## src/rtl/rgmii_rx_decoder.sv

```systemverilog
// RGMII receive decoder: turns DDR-captured nibble pairs into a GMII byte stream for 10/100/1000
// links, with preamble/SFD stripping, frame markers, in-band link status and frame/error counters.
module rgmii_rx_decoder #(
    parameter bit STRIP_PREAMBLE = 1'b1,
    parameter bit INBAND_STATUS  = 1'b1,
    parameter int CNT_W          = 16
) (
    input  logic             gmii_rx_clk,
    input  logic             rst_n,
    input  logic [3:0]       ddr_data_h,
    input  logic [3:0]       ddr_data_l,
    input  logic             ddr_ctl_h,
    input  logic             ddr_ctl_l,
    input  logic [1:0]       speed_mode,
    output logic [7:0]       gmii_rx_data,
    output logic             gmii_rx_dv,
    output logic             gmii_rx_er,
    output logic             rx_sof,
    output logic             rx_eof,
    output logic             align_err,
    output logic             link_up,
    output logic [1:0]       link_speed,
    output logic             full_duplex,
    output logic [CNT_W-1:0] frame_cnt,
    output logic [CNT_W-1:0] err_cnt
);

    typedef enum logic [2:0] {IDLE, PREAMBLE, DATA, DROP, WAIT_IDLE} state_t;

    state_t     state, eff_state, next_state;
    logic       dv, er, dv_q, rise, gig, spd_gig, mode_gig;
    logic [7:0] in_byte;
    logic       is_pre, is_sfd;
    logic       half_vld, half_er;
    logic [3:0] half_data;
    logic       first_pend, frame_bad;
    logic       vld_p0, er_p0, sof_p0;
    logic [7:0] data_p0;
    logic       take_nib, byte_done, frame_end, emit, emit_align, bad_end;
    logic       drop_evt, pre_abort;
    logic [7:0] byte_val;
    logic       byte_er;

    function automatic logic [CNT_W-1:0] sat_inc(input logic [CNT_W-1:0] v);
        return (&v) ? v : v + CNT_W'(1);
    endfunction

    assign dv       = ddr_ctl_h;
    assign er       = ddr_ctl_h ^ ddr_ctl_l;
    assign rise     = dv & ~dv_q;
    assign mode_gig = (speed_mode != 2'b00) && (speed_mode != 2'b01);
    // Speed is taken live on the DV rising cycle, then frozen for the rest of the frame.
    assign gig      = (state == IDLE) ? mode_gig : spd_gig;
    assign in_byte  = {ddr_data_l, ddr_data_h};
    assign is_sfd   = gig ? (in_byte == 8'hD5) : (ddr_data_h == 4'hD);
    assign is_pre   = gig ? (in_byte == 8'h55) : (ddr_data_h == 4'h5);

    always_ff @(posedge gmii_rx_clk or negedge rst_n) begin
        if (!rst_n) state <= IDLE;
        else        state <= next_state;
    end

    // The DV rising cycle already carries the first byte/nibble, so it is handled as the target state.
    always_comb begin
        eff_state = state;
        if (state == IDLE && dv)
            eff_state = rise ? (STRIP_PREAMBLE ? PREAMBLE : DATA) : WAIT_IDLE;
        next_state = eff_state;
        case (eff_state)
            IDLE:      next_state = IDLE;
            PREAMBLE:  if (!dv) next_state = IDLE;
                       else if (is_sfd) next_state = DATA;
                       else if (!is_pre) next_state = DROP;
            DATA:      if (!dv) next_state = IDLE;
            DROP:      if (!dv) next_state = IDLE;
            WAIT_IDLE: if (!dv) next_state = IDLE;
            default:   next_state = IDLE;
        endcase
    end

    always_comb begin
        take_nib  = 1'b0;
        byte_done = 1'b0;
        byte_val  = in_byte;
        byte_er   = er;
        frame_end = (eff_state == DATA) && !dv;
        if (eff_state == DATA && dv) begin
            if (gig) begin
                byte_done = 1'b1;
            end else if (half_vld) begin
                byte_done = 1'b1;
                byte_val  = {ddr_data_h, half_data};
                byte_er   = er | half_er;
            end else begin
                take_nib = 1'b1;
            end
        end
        emit       = vld_p0 && (byte_done || frame_end);
        emit_align = frame_end && half_vld;
        bad_end    = frame_bad | er_p0 | emit_align;
        drop_evt   = (next_state == DROP) && (eff_state != DROP);
        pre_abort  = (eff_state == PREAMBLE) && !dv;
    end

    always_ff @(posedge gmii_rx_clk) begin
        if (take_nib) begin
            half_data <= ddr_data_h;
            half_er   <= er;
        end
        if (byte_done) data_p0 <= byte_val;
    end

    always_ff @(posedge gmii_rx_clk or negedge rst_n) begin
        if (!rst_n) begin
            dv_q         <= 1'b1;
            spd_gig      <= 1'b0;
            half_vld     <= 1'b0;
            first_pend   <= 1'b1;
            frame_bad    <= 1'b0;
            vld_p0       <= 1'b0;
            er_p0        <= 1'b0;
            sof_p0       <= 1'b0;
            gmii_rx_data <= 8'h00;
            gmii_rx_dv   <= 1'b0;
            gmii_rx_er   <= 1'b0;
            rx_sof       <= 1'b0;
            rx_eof       <= 1'b0;
            align_err    <= 1'b0;
            frame_cnt    <= '0;
            err_cnt      <= '0;
        end else begin
            dv_q <= dv;
            if (state == IDLE) spd_gig <= mode_gig;

            // stage p0: one-byte hold buffer, released when the next byte completes or DV falls
            if (eff_state != DATA || frame_end) begin
                half_vld   <= 1'b0;
                first_pend <= 1'b1;
                frame_bad  <= 1'b0;
                vld_p0     <= 1'b0;
            end else begin
                if (take_nib) half_vld <= 1'b1;
                if (byte_done) begin
                    half_vld   <= 1'b0;
                    vld_p0     <= 1'b1;
                    first_pend <= 1'b0;
                    sof_p0     <= first_pend;
                    er_p0      <= byte_er;
                    if (emit) frame_bad <= frame_bad | er_p0;
                end
            end

            // stage p1: output registers
            gmii_rx_dv   <= emit;
            gmii_rx_data <= emit ? data_p0 : 8'h00;
            gmii_rx_er   <= emit & er_p0;
            rx_sof       <= emit & sof_p0;
            rx_eof       <= emit & frame_end;
            align_err    <= emit & emit_align;
            if (emit && frame_end) frame_cnt <= frame_cnt + CNT_W'(1);
            if (drop_evt || pre_abort || (emit && frame_end && bad_end))
                err_cnt <= sat_inc(err_cnt);
        end
    end

    generate
        if (INBAND_STATUS) begin : g_status
            always_ff @(posedge gmii_rx_clk or negedge rst_n) begin
                if (!rst_n) begin
                    link_up     <= 1'b0;
                    link_speed  <= 2'b00;
                    full_duplex <= 1'b0;
                end else if (!ddr_ctl_h && !ddr_ctl_l) begin
                    link_up     <= ddr_data_h[0];
                    link_speed  <= ddr_data_h[2:1];
                    full_duplex <= ddr_data_h[3];
                end
            end
        end else begin : g_no_status
            assign link_up     = 1'b0;
            assign link_speed  = 2'b00;
            assign full_duplex = 1'b0;
        end
    endgenerate

endmodule

```

## config.mk

```make
export PLATFORM = sky130hd
export DESIGN_NAME = rgmii_rx_decoder
export DESIGN_NICKNAME = d
export VERILOG_FILES = /design/src/rtl/rgmii_rx_decoder.sv
export SDC_FILE = /design/constraint.sdc
export NUM_CORES = 1
export LEC_CHECK = 0
export ABC_AREA = 1
export CORE_MARGIN = 4
export CORE_UTILIZATION = 45
export DETAILED_ROUTE_END_ITERATION = 7
export PLACE_DENSITY = 0.7
export SLEW_MARGIN = 40
export SYNTH_ARGS = -nofsm -noshare
export SYNTH_HDL_FRONTEND = slang
export SYNTH_SLANG_ARGS = --single-unit
```

## constraint.sdc

```tcl
create_clock -name gmii_rx_clk -period 2.1 [get_ports gmii_rx_clk]
set_clock_uncertainty 0.2 [all_clocks]
set_input_delay 0.42 -clock gmii_rx_clk [delete_from_list [all_inputs] [get_ports gmii_rx_clk]]
set_output_delay 0.42 -clock gmii_rx_clk [all_outputs]
set_load 0.05 [all_outputs]
```

* Word level (Yosys, flattened, before mapping)
Index checks and enable logic that the tools add are counted.
** Word-level totals
- Flip-flop bits (word level) :: 73
- Input port bits :: 14
- Output and inout port bits :: 49
- Word-level logic and storage cells :: 109
** Cells by class
- Add/subtract/negate cells :: 2
- Equality and inequality tests :: 12
- Mux-type cells :: 33
- Bitwise logic cells :: 12
- Reduce and logical (&&, ||, !) cells :: 27
** Operators with widths (number)
- 16-bit by 1-bit adder with 16-bit output, second input constant :: 2
- 8-bit two-way mux :: 4
- 1-bit two-way mux :: 22
- 3-bit two-way mux :: 6
- 16-bit AND reduction :: 1
- 1-bit logical AND :: 11
- 3-bit by 2-bit equality test with 1-bit output, second input constant :: 3
- 8-bit by 7-bit equality test with 1-bit output, second input constant :: 1
- 8-bit equality test, second input constant :: 1
- 3-bit by 2-bit != test with 1-bit output, second input constant :: 2
- 3-bit case mux with 2 select lines :: 1
- 2-bit AND reduction :: 3
- 2-bit nonzero test :: 3
- 1-bit AND :: 5
- 4-bit by 3-bit equality test with 1-bit output, second input constant :: 1
- 4-bit equality test, second input constant :: 1
- 1-bit logical OR :: 4
- 3-bit by 1-bit equality test with 1-bit output, second input constant :: 1
- 3-bit equality test, second input constant :: 1
- 3-bit logical NOT :: 1
- 1-bit NOT :: 3
- 1-bit OR :: 3
- 3-bit nonzero test :: 1
- 3-bit OR reduction :: 1
- other kinds (3) :: 4

* Logic depth before layout (Yosys ltp)
Gate-level depths: netlist (run 1).
- Depth in word-level cells :: 13
- Depth in mapped cells :: 13

* Worst setup path after synthesis (run 1)
No wires, ideal clock.
- Path kind :: flip-flop to flip-flop
- Start :: register err_cnt[0]
- End :: register err_cnt[2]
- Setup time :: 0.120 ns
- Arrival time :: 2.021 ns
- Data required time :: 1.780 ns
- Path slack :: -0.241 ns
- Cell stages (with the launch flop) :: 10
- Clock period less this slack :: 2.341 ns
- Cells stage by stage :: dfrtp_1 -> ha_1 -> nand3_1 -> nor2_1 -> nand2_1 -> nor2_1 -> nand2_1 -> buf_2 -> nand3_1 -> nand2_1
** Between the ends
- Cells in the longest elaborated chain, start to end :: 3
** Ends and longest elaborated chain
- start, declared :: RTL line 25 : output logic [CNT_W-1:0] err_cnt
- start signal, assigned :: RTL line 162 : err_cnt <= sat_inc(err_cnt);
- parallel branches: the longest is 3 deep, another holds 16-bit by 1-bit adder with 16-bit output
Parallel ways; which one is timed is not known.
A chain may end at the register's enable or synchronous reset.

* Worst setup path in the final report (run 1)
- Start :: input ddr_ctl_h
- End :: register data_p0[3], data pin
** Between the ends
- Cells in the longest elaborated chain, start to end :: 6
** Ends and longest elaborated chain
- start, declared :: RTL line 12 : input logic ddr_ctl_h,
- 1-bit AND :: RTL line 50 : assign rise = dv & ~dv_q;
- 3-bit two-way mux :: RTL line 67 : eff_state = rise ? (STRIP_PREAMBLE ? PREAMBLE : DATA) : WAIT_IDLE;
- 3-bit two-way mux :: RTL line 66 : if (state == IDLE && dv)
- 3-bit by 2-bit equality test with 1-bit output :: RTL line 87 : if (eff_state == DATA && dv) begin
- 1-bit logical AND (*) :: RTL line 87
- 8-bit two-way mux (*) :: RTL line 87
- net byte_val[3] :: RTL line 41 : logic [7:0] byte_val;
- end signal, assigned :: RTL line 110 : if (byte_done) data_p0 <= byte_val;
- end, declared :: RTL line 38 : logic [7:0] data_p0;
Mark *: on every way through the listed nets, which the timed path passes. The rest lies on a longest branch.

==> impl_metrics.py, run 1 <==
metrics = {
    "run_status": {
        "status": "complete, no violations",
    },
    "die": {
        "die_area_um2": 9222,
        "fp.coreArea_um2": 7408,
        "num_io_pins": 63,
        "dieHeight_um": 96.03,
        "die-width_um": 96.03,
        "initial_core_util_pct": 47.07,
        "placement_rows": 31,
    },
    "run": {
        "max_cap_viol_count": 0,
    },
    "drt": {
        "wl_per_cell_um": 12.12,
        "num_vias": 2836,
        "detailedRoute.firstPassIterationCount": 5,
        "drcViolationCount": 0,
        "detail_route.wirelength_mm": 7.250,
        "drt.antenna.violating_nets": 0,
        "post_drt_via_cell_ratio": 4.742,
        "drt_iter0_drc": 136,
    },
    "grt": {
        "globalRoute.busiestLayer": "met2",
        "wire_length_of_the_first_global_routing_pass_mm": 12.38,
        "grt_max_degree": 50,
        "vias_in_the_first_global_route": 2748,
        "grt.met3_usage_pct": 5.551,
        "met1_usage_pct": 22.82,
        "global_router_s_overall_resource_usage_pct": 17.54,
        "grt_util_met2_pct": 27.83,
        "globalRouteOverflowTotal": 0,
        "initial_antenna_violation_count": 0,
    },
    "synthesis": {
        "synthDominantAreaCellType": "dfrtp_1",
        "syn-mean-instance-area_um2": 8.941,
        "ys_ff_latch": 73,
        "synthesis.yosys.warnings": 0,
        "yosysSeqAreaShare_pct": 54.32,
        "ys_types": 32,
        "synth_top_area_share_pct": 41.62,
        "syn_inst": 390,
        "syn-cell-area_um2": 3487,
        "postSynthNetCount": 407,
        "synthTopCellsByArea": "dfrtp_1, edfxtp_1, nand2_1",
    },
    "sta": {
        "slew_viol_final": 0,
        "setup_viol": 0,
        "worst_pin_slew_ns": 0.5014,
        "holdWs_ns": 0.2745,
        "final_clock_period_utilization_by_the_worst_path_pct": 93.11,
        "rsz_0062_raised_after_global_routing": "no",
        "worst_slew_margin_relative_to_its_limit_pct": 66.52,
        "period_minus_slack_ns": 1.955,
        "timing.fmax_ghz": 0.5114,
        "timing.final.hold_violations": 0,
    },
    "pwr": {
        "power_switching_uw": 1237,
        "power_frac_comb_pct": 25.6,
        "p_per_area_nw_per_um2": 830.8,
        "cell_internal_pwr_uw": 2638,
        "power.share.sequential_pct": 43.7,
        "leakage_uw": 0.002461,
        "sw_share_pct": 31.92,
        "share_clk_of_total_power_pct": 30.7,
        "irDropWorstVdd_mv": 0.4134,
    },
    "finish": {
        "diodes": 0,
        "fillers": 635,
        "area_growth_syn_to_layout_pct": 33.76,
        "final_core_utilization_pct": 62.96,
        "layout-drive-gt1-share_pct": 23.65,
        "finish.net_count": 511,
    },
    "worst_setup_path": {
        "worstPathRequired_ns": 2.00,
        "worstSetupStartpointType": "input port",
        "reg2reg_slack_ns": 0.18,
        "setup.worst_path.end": "data_p0[3]",
        "setup.worst_path.end_class": "flip-flop",
        "worstSetupPathType": "input port to flip-flop",
        "arrival_time_worst_endpoint_ns": 1.85,
        "rr_endpoint": "err_cnt[1]",
        "crit-reg2reg-launch": "err_cnt[0]",
        "ff2ff_path_depth": 9,
        "critical_path_peak_fanout": 10,
        "setup.worst_path.start": "ddr_ctl_h",
    },
    "place": {
        "hpwlAfterDp_mm": 5.392,
        "numPortBuffers": 61,
        "global_placement_routability_congestion": 0.8809,
    },
    "worst_hold_path": {
        "timing.hold.worst.class": "flip-flop to flip-flop",
        "min_path_cells": 2,
    },
    "clock_tree": {
        "clockRootBuffer": "clkbuf_8",
        "number_of_buffers_on_the_longest_clock_path": 2,
        "clkSlewWorstSetupHoldPaths_ns": 0.07,
        "cts_inserted_buffers": 9,
        "clock-sinks": 73,
        "clock_tree_from_tritoncts": "built",
        "clock_latency_ns": 0.34,
        "clock_tree.htree_level_count": 3,
    },
}
==> stage by stage <==
step / instance area, um^2 / instances / total power, uW / setup slack [ns] / TNS [ns]
6_report: 4664 / 598 / 3875 / 0.1448 / 0
5_1_grt: 4664 / 598 / 4087 / 0.009610 / 0
4_1_cts: 4624 / 596 / 3885 / 0.002245 / 0
3_5_place_dp: 4398 / 579 / 2692 / -0.2071 / -7.152
3_3_place_gp: 4398 / 579 / 2657 / -0.1755 / -5.829
2_1_floorplan: 3508 / 390 / 2300 / 0.004859 / 0
==> cell type report <==
class	instances	area (um^2)	share of cell area, %
Timing Repair Buffer	100	847.1	18.16
Sequential cell	73	1898	40.69
Clock inverter	2	35.03	0.7511
Clock buffer	14	183.9	3.943
Inverter	50	190.2	4.077
Multi-Input combinational cell	260	1386	29.72
Tap cell	99	123.9	2.656
==> registers in the layout (all words and copies together), names as in the netlist, 2 cells and up <==
register,cells
data_p0,8
err_cnt,16
gmii_rx_data,8
state,3
half_data,4
link_speed,2
frame_cnt,16
==> critical path, stage by stage <==
cell	delay (ns)
clkdlybuf4s50_1	0.62
nand4_1	0.17
inv_1	0.12
nand3_1	0.17
buf_4	0.21
nor2_1	0.09
a21oi_1	0.05
==> synth_stat cells, drive strengths merged <==
cell type	number
ha	3
dfstp	2
nor2	41
a2111o	1
inv	50
xor2	15
and3	1
nand4	11
o21ai	12
clkbuf	1
nand2	99
nor4	2
o211ai	1
nand3	40
o31ai	1
dfrtp	58
buf	6
mux2	4
a21oi	7
edfxtp	13
xnor2	13
nor3	9
==> placed cells by master, fill, tap and decap left out, drive strengths merged <==
cell type       n
dfstp           2
mux2            4
clkdlybuf4s50  11
nand3          40
edfxtp         13
o21ai          12
ha              3
buf            81
o31ai           1
xnor2          13
dlymetal6s2s    5
clkbuf         14
nand2          99
a21oi           7
inv            50
and3            1
nor4            2
dlygate4sd3     1
o211ai          1
clkinv          1
bufinv          1
nand4          11
a2111o          1
nor3            9
dfrtp          58
nor2           41
xor2           15
dlygate4sd2     2
==> power groups by stage <==
stage	sequential [uW]	combinational, uW	clock (uW)
global placement	1710	943	0
floorplan	1940	356	0
detailed placement	1720	969	0
CTS	1690	974	1220
finish	1700	991	1190
global route	1710	1090	1280
==> worst min-delay path by stage <==
stage                           end  slack (ns)       start
floorplan                 align_err       -0.08       rst_n
global placement        full_duplex        0.13       rst_n
detailed placement      full_duplex        0.14       rst_n
CTS                 gmii_rx_data[5]        0.28  data_p0[5]
global route        gmii_rx_data[3]        0.31       rst_n
finish              gmii_rx_data[5]        0.27  data_p0[5]
==> layer usage <==
| metal | vias to the layer above | share of wire [%] |
|---|---|---|
| li1 | 1458 | - |
| met1 | 1323 | 46 |
| met2 | 51 | 48 |
| met3 | 4 | 5.0 |
| met4 | 0 | 0.86 |
| met5 | - | 0 |
==> repair_timing <==
item	4_1_cts	5_1_grt
setup buffers	0	2
pin swaps	0	1
setup endpoints to repair	2	31
hold buffers	1	0
hold endpoints to repair	10	0
resized for setup	2	9
==> cells by family after synthesis <==
group | Yosys count | synth area share, %
simple gates | 203 | 26.19
fa+ha+maj | 3 | 1.077
compound gates | 22 | 3.481
buf+inv | 57 | 6.602
mux | 4 | 1.292
flops | 73 | 54.32
xor+xnor | 28 | 7.033
(Power assumes the default switching activity.)
==> run 2: changes to the inputs <==
--- a/config.mk
+++ b/config.mk
@@ -10,7 +10,6 @@
 export CORE_UTILIZATION = 45
 export DETAILED_ROUTE_END_ITERATION = 7
 export PLACE_DENSITY = 0.7
-export SLEW_MARGIN = 40
 export SYNTH_ARGS = -nofsm -noshare
 export SYNTH_HDL_FRONTEND = slang
 export SYNTH_SLANG_ARGS = --single-unit
==> results of run 2 <==
The final DEF is identical to that of run 1; final timing and power are the same.
